File: src/rtl/xbar_pkg.sv
// Shared constants and helpers for the configurable crossbar tile.
// Holds the default tile geometry and the log2 helper used to size selects and counters.
package xbar_pkg;

    localparam int DEF_N_IN  = 19;
    localparam int DEF_N_OUT = 24;

    function automatic int clog2(input int value);
        int r;
        r = 0;
        for (int v = value - 1; v > 0; v = v >> 1) begin
            r++;
        end
        return r;
    endfunction

endpackage

File: src/rtl/xbar_mux.sv
// One crossbar output: N_IN:1 selector that yields 0 for out-of-range selects.
module xbar_mux
    import xbar_pkg::*;
#(
    parameter int N_IN  = DEF_N_IN,
    parameter int SEL_W = clog2(DEF_N_IN)
) (
    input  logic [N_IN-1:0]  din,
    input  logic [SEL_W-1:0] sel,
    output logic             dout
);

    // A one-hot compare per input keeps unused select codes mapped to 0.
    always_comb begin
        dout = 1'b0;
        for (int i = 0; i < N_IN; i++) begin
            if (sel == SEL_W'(i)) begin
                dout = din[i];
            end
        end
    end

endmodule

File: src/rtl/cfg_xbar.sv
// Serially configured bit crossbar: a shift-in shadow config is committed
// atomically into the active config that steers N_OUT selectors.
module cfg_xbar
    import xbar_pkg::*;
#(
    parameter int N_IN    = DEF_N_IN,
    parameter int N_OUT   = DEF_N_OUT,
    parameter int REG_OUT = 0
) (
    input  logic             clk,
    input  logic             reset,
    input  logic [N_IN-1:0]  io_xbar_in,
    output logic [N_OUT-1:0] io_xbar_out,
    input  logic             io_cfg_en,
    input  logic             io_cfg_din,
    output logic             io_cfg_dout,
    input  logic             io_cfg_commit,
    output logic             io_cfg_ready,
    output logic             io_cfg_err
);

    localparam int SEL_W = clog2(N_IN);
    localparam int CFG_W = N_OUT * SEL_W;
    localparam int CNT_W = clog2(CFG_W + 1);
    localparam logic [CNT_W-1:0] CNT_FULL = CNT_W'(CFG_W);

    logic [CFG_W-1:0] shadow_reg, shadow_next;
    logic [CFG_W-1:0] active_reg, active_next;
    logic [CNT_W-1:0] count_reg, count_next;
    logic             err_reg, err_next;
    logic             cfg_full;
    logic             commit_ok;
    logic [N_OUT-1:0] mux_out;

    assign cfg_full  = (count_reg == CNT_FULL);
    assign commit_ok = io_cfg_commit && !io_cfg_en && cfg_full;

    // A commit is only honoured when the shadow holds a complete, quiescent image.
    always_comb begin
        shadow_next = shadow_reg;
        active_next = active_reg;
        count_next  = count_reg;
        err_next    = err_reg;
        if (io_cfg_en) begin
            shadow_next = CFG_W'({shadow_reg, io_cfg_din});
            if (!cfg_full) begin
                count_next = count_reg + 1'b1;
            end
        end
        if (commit_ok) begin
            active_next = shadow_reg;
            count_next  = '0;
        end else if (io_cfg_commit) begin
            err_next = 1'b1;
        end
    end

    always_ff @(posedge clk) begin
        if (reset) begin
            shadow_reg <= '0;
            active_reg <= '0;
            count_reg  <= '0;
            err_reg    <= 1'b0;
        end else begin
            shadow_reg <= shadow_next;
            active_reg <= active_next;
            count_reg  <= count_next;
            err_reg    <= err_next;
        end
    end

    assign io_cfg_dout  = shadow_reg[CFG_W-1];
    assign io_cfg_ready = cfg_full;
    assign io_cfg_err   = err_reg;

    for (genvar gi = 0; gi < N_OUT; gi++) begin : g_mux
        xbar_mux #(
            .N_IN  (N_IN),
            .SEL_W (SEL_W)
        ) u_mux (
            .din  (io_xbar_in),
            .sel  (active_reg[gi*SEL_W +: SEL_W]),
            .dout (mux_out[gi])
        );
    end

    if (REG_OUT != 0) begin : g_reg_out
        logic [N_OUT-1:0] out_reg;
        always_ff @(posedge clk) begin
            if (reset) begin
                out_reg <= '0;
            end else begin
                out_reg <= mux_out;
            end
        end
        assign io_xbar_out = out_reg;
    end else begin : g_comb_out
        assign io_xbar_out = mux_out;
    end

endmodule

File: config.mk
export PLATFORM = sky130hd
export DESIGN_NAME = cfg_xbar
export DESIGN_NICKNAME = d
export VERILOG_FILES = /design/src/rtl/xbar_pkg.sv /design/src/rtl/xbar_mux.sv /design/src/rtl/cfg_xbar.sv
export SDC_FILE = /design/constraint.sdc
export NUM_CORES = 1
export LEC_CHECK = 0
export CORE_MARGIN = 2
export CORE_UTILIZATION = 60
export DETAILED_ROUTE_END_ITERATION = 8
export PLACE_DENSITY = 0.79
export SETUP_SLACK_MARGIN = 0.5
export SLEW_MARGIN = 20
export SYNTH_ARGS = -nofsm -noshare
export SYNTH_HDL_FRONTEND = slang
export SYNTH_SLANG_ARGS = --single-unit
File: constraint.sdc
create_clock -name clk -period 6.1 [get_ports clk]
set_clock_uncertainty 0.15 [all_clocks]
set_input_delay 1.83 -clock clk [delete_from_list [all_inputs] [get_ports clk]]
set_output_delay 1.83 -clock clk [all_outputs]
set_load 0.01 [all_outputs]
# Word-level counts from Yosys, hierarchy flattened
# Index checks and enable logic that the tools add are counted.
[op_classes] add_sub_neg=1 mul=0 div=0 n_lt_le_gt_ge=0 n_eq_ne=433 shifts=0 mux=456 bitwise=2 reduce_logical=30
[ops] operator="$eq A5 B4 Y1 const B" count=192
[ops] operator="$eq A5 B3 Y1 const B" count=96
[ops] operator="$mux W1" count=456
[ops] operator="$eq A5 B5 Y1 const B" count=72
[ops] operator="$eq A5 B2 Y1 const B" count=48
[ops] operator="$eq A5 B1 Y1 const B" count=24
[ops] operator="$logic_not A5 Y1" count=24
[ops] operator="$add A7 B1 Y7 const B" count=1
[ops] operator="$eq A7 B7 Y1 const B" count=1
[ops] operator="$reduce_and A2 Y1" count=2
[ops] operator="$logic_and A1 B1 Y1" count=2
[ops] operator="$not A1 Y1" count=2
[ops] operator="$reduce_or A2 Y1" count=1
[ops] operator="$logic_not A1 Y1" count=1
[totals] ff_bits=248 latchBits=0 ram_bits=0 mem_bits_ro=0 inputBits=24 mem_count=0

# Logic depth before layout (Yosys ltp)
[depth] word_depth=20 ltp_mapped=10 depth_no_buf=8

# Modules after synthesis
# Synthesis repeated with hierarchy kept, for this count alone.
[hier_totals] cells_unflattened=1946 hier_area_um2=16280.6
[by_module_without_submodules] module="cfg_xbar" n_inst=1 cells_each=962 area_each_um2=8773.4 seq_area_each_um2=4964.8
[by_module_without_submodules] module="xbar_mux" n_inst=24 cells_each=41 area_each_um2=312.8 seq_area_each_um2=0.0

# Worst setup path before layout
# No wires, ideal clock.
[synth_path] kind="in2out" start="input io_xbar_in[9]" end="output io_xbar_out[2]" t_arrival_ps=3159 slack_ps=961 path_stages=8 n_path_buf=2 cell_sequence="clkbuf_1 > inv_1 > o21ai_0 > mux2i_1 > a221oi_1 > o32ai_1 > o31ai_1 > buf_4"
[synth_via] elab_chain_cells=10
[synth_lines] element="start, declared" line_no="cfg_xbar.sv:12" text="input logic [N_IN-1:0] io_xbar_in,"
[synth_lines] element="$mux W1 (10 in series)" line_no="xbar_mux.sv:17" text="if (sel == SEL_W'(i)) begin"
[synth_lines] element="end, declared" line_no="cfg_xbar.sv:13" text="output logic [N_OUT-1:0] io_xbar_out,"
# Every way passes these cells.

# Final worst setup path
[layout_path] start="input io_xbar_in[4]" end="output io_xbar_out[18]"
[layout_via] elab_chain_cells=15
[layout_lines] element="$mux W1 (15 in series)" line_no="xbar_mux.sv:17"
# Every way passes these cells.

==> qor.csv <==
metric,value,unit
status,"complete, no violations",
Clock Latency Late Sink,0.54,ns
min Tclk post-route,5.60,ns
Mapped Nets,1585,
WL final,36.0,mm
worst reg2reg endpoint,active_reg[81]$_SDFFE_PP0P_,
"flops & latches, synth",248,
Die W,154,um
Post-DP Area,0.0141,mm2
Final setup violation count,0,
vias in the first global route,11000,
average routed wire per standard cell,19.4,um
CTS tree,yes,
Hold Worst Slack,0.317,ns
crit-path max FO,5,
H-Tree Depth,1,
HPWL Detailed,20.9,mm
post-route ant nets,0,
cell taking the most area after synthesis,dfxtp_1,
DR pass1 iterations,5,
Pint,2.85,mW
DR WL met3,3.84,mm
Tot Pwr,3.70,mW
Port-buffer cells,50,
Die ar.,0.0236,mm2
Pwr Density,239,mW/mm2
layout cell share with drive strength beyond 1,18.1,%
Cell variety after synth,51,
Slew @ Worst Pin,1.00,ns
Routability Congestion,0.892,
Clk pwr share,47.0,%
Synth area leaders,"dfxtp_1 37%, mux2i_1 13%, mux4_2 13%, nand2_1 8.8%, a21oi_1 5.2%",
unrepaired setup endpoints after global routing,false,
gr usage total,28.9,%
CTS Hold Bufs,0,
Final WS setup,0.503,ns
critical path startpoint,io_xbar_in[4],
CTS clock-pin slew for the worst setup and hold paths,0.06,ns
worst setup path endpoint,io_xbar_out[18],
CTS max path bufs,3,
sequential share of the synthesized area,37.0,%
Inst Count DP,1770,
depth of the most critical reg-to-reg path,9,
top cell type's share of synthesized area,37.0,%
TritonCTS Sinks,248,
ys async rst share,0,%
vias per cell,6.36,
hold crit path type,reg -> reg,
met2 routed WL,16.7,mm
Max IR drop VDD,0.221,mV
Final Cell Area,0.0155,mm2
Worst Path Required,4.12,ns
Synthesis Warnings,0,
Mapped Cells,1559,
largest net degree at the start of global routing,141,
Post-synth EDFFs,0,
final hold vios,0,
Max Used Layer,met4,
CP endpoint kind,output pin,
DR vias,11800,
Die Y,154,um
Site Rows,54,
Setup CP Type,in -> out,
area growth from synthesis to layout,15.5,%
Setup WS pre-CTS,-0.0688,ns
switch share,22.9,%
Layout Utilization,70.9,%
Starting Density,61.4,%
fill count,1607,
critical path data arrival time,3.62,ns
startpoint types,primary input,
max cap viols,0,
fin crit share,91.8,%
part of the power in registers,43.9,%
Max Transition Viols Final,0,
syn_area_per_cell,8.61,um2
post-layout net count,1581,
Synth Cell Area,0.0134,mm2
Post-synth top flop,dfxtp_1,
net switching power,848,uW
TritonCTS Buffers,27,
max_slew headroom,33.3,%
Comb pwr share,9.1,%
first-pass GRT wire length,56.4,mm
leakage,5.59,nW
Metal-1 WL,13.5,mm
gr ovfl total,0,
"non-filler cells, final",1856,
core box area,0.0219,mm2
DRT iter0 DRCs,1279,
worst r2r src,count_reg[0]$_SDFFE_PP0P_,
initial antenna violation count,1,
drt drc,0,
# IOs,51,
sum of negative setup slack,0,ns
FMAX,179,MHz
R2R setup slack,3.75,ns
Root Buffer,clkbuf_16,
cells in the mapped netlist (4+ instances only):
cell type and instances:
o21ai_0 64, nand3b_1 12, nand2_1 316, o2111ai_1 4, buf_1 18, mux4_2 78
o221ai_1 7, nor3_1 20, mux2_2 7, mux2i_1 176, nand4_1 6, nor3b_1 7
inv_1 25, dfxtp_1 248, a21oi_1 140, o211ai_1 6, nand2b_1 4, nor2b_1 10
buf_6 4, a211oi_1 4, buf_4 25, a31oi_1 12, nand3_1 14, clkbuf_1 103
a221oi_1 4, nor2_1 176, buf_2 25
critical path, cell delays in order:
cell	delay [ns]
clkbuf_2	0.13
buf_6	0.15
buf_4	0.14
mux4_2	0.46
mux2_2	0.29
o2111ai_1	0.27
a32oi_1	0.18
buf_2	0.17
how the worst min path moves through the flow:
stage / from / end / depth (start not counted)
final: shadow_reg[79]$_SDFFE_PP0P_ / active_reg[79]$_SDFFE_PP0P_ / 2
after global routing: shadow_reg[47]$_SDFFE_PP0P_ / active_reg[47]$_SDFFE_PP0P_ / 2
after CTS: shadow_reg[116]$_SDFFE_PP0P_ / active_reg[116]$_SDFFE_PP0P_ / 2
after detailed placement: shadow_reg[107]$_SDFFE_PP0P_ / active_reg[107]$_SDFFE_PP0P_ / 2
after global placement: shadow_reg[103]$_SDFFE_PP0P_ / active_reg[103]$_SDFFE_PP0P_ / 2
after floorplan: shadow_reg[103]$_SDFFE_PP0P_ / active_reg[103]$_SDFFE_PP0P_ / 2
area by class of cell:
cell class / instances / area (um2) / share of cell area [%]
Timing Repair Buffer: 142 / 1460 / 9.39
Sequential cell: 248 / 4960 / 32.0
Clock buffer: 34 / 742 / 4.78
Tap cell: 280 / 350 / 2.26
Antenna cell: 1 / 2.50 / 0.0161
Clock inverter: 15 / 215 / 1.39
Inverter: 25 / 97.6 / 0.629
Multi-Input combinational cell: 1111 / 7680 / 49.5
cells in the final DEF, fill, tap and decap left out, types with 5 or more instances in the layout:
| cell type | Yosys | layout |
|---|---|---|
| nand3b_1 | 12 | 12 |
| nor2_1 | 176 | 176 |
| nor2b_1 | 10 | 10 |
| nor3b_1 | 7 | 7 |
| dlygate4sd2_1 | 0 | 5 |
| o21ai_1 | 0 | 5 |
| buf_2 | 25 | 24 |
| bufbuf_16 | 0 | 5 |
| clkinv_2 | 0 | 5 |
| dfxtp_1 | 248 | 248 |
| nand3_1 | 14 | 14 |
| buf_4 | 25 | 58 |
| inv_1 | 25 | 23 |
| mux2i_1 | 176 | 173 |
| nand4_1 | 6 | 6 |
| mux4_2 | 78 | 78 |
| buf_12 | 0 | 17 |
| o211ai_1 | 6 | 6 |
| nor3_1 | 20 | 19 |
| bufinv_16 | 0 | 5 |
| clkbuf_16 | 0 | 29 |
| mux2_2 | 7 | 7 |
| buf_6 | 4 | 10 |
| clkdlybuf4s50_1 | 0 | 7 |
| a31oi_1 | 12 | 12 |
| a21oi_1 | 140 | 139 |
| clkbuf_2 | 0 | 6 |
| o21ai_0 | 64 | 56 |
| nand2_1 | 316 | 316 |
per-layer routing:
| metal | track usage [%] | vias to the layer above |
|---|---|---|
| li1 | - | 5399 |
| met3 | 5.55 | 186 |
| met1 | 38.1 | 5556 |
| met5 | 0 | - |
| met2 | 46.9 | 662 |
| met4 | 11.8 | 0 |
logic make-up (layout without fill, tap and decap cells):
logic type	after synthesis	in the layout	share of synthesized area, %
flops	248	248	37.0
mux	261	261	26.8
fa+ha+maj	2	2	0.186
simple gates	580	580	17.9
other cells	0	1	0
compound gates	262	262	11.0
buf+inv	200	216	6.74
xor+xnor	6	6	0.391
power by group through the flow:
stage | Sequential [mW] | Clock, mW | Combinational, mW
final | 1.62 | 1.74 | 0.337
after global routing | 1.62 | 1.83 | 0.349
after CTS | 1.62 | 1.76 | 0.310
after detailed placement | 1.66 | 0 | 0.289
after global placement | 1.66 | 0 | 0.283
after floorplan | 1.66 | 0 | 0.177
timing repair:
action	CTS	global route
gates cloned	8	2
setup endpoints to repair	24	22
pin swaps	16	8
resized for setup	148	34
buffers inserted	10	16
endpoints found under the hold margin	0	0
Note: power is estimated with default switching activity, not from simulation.
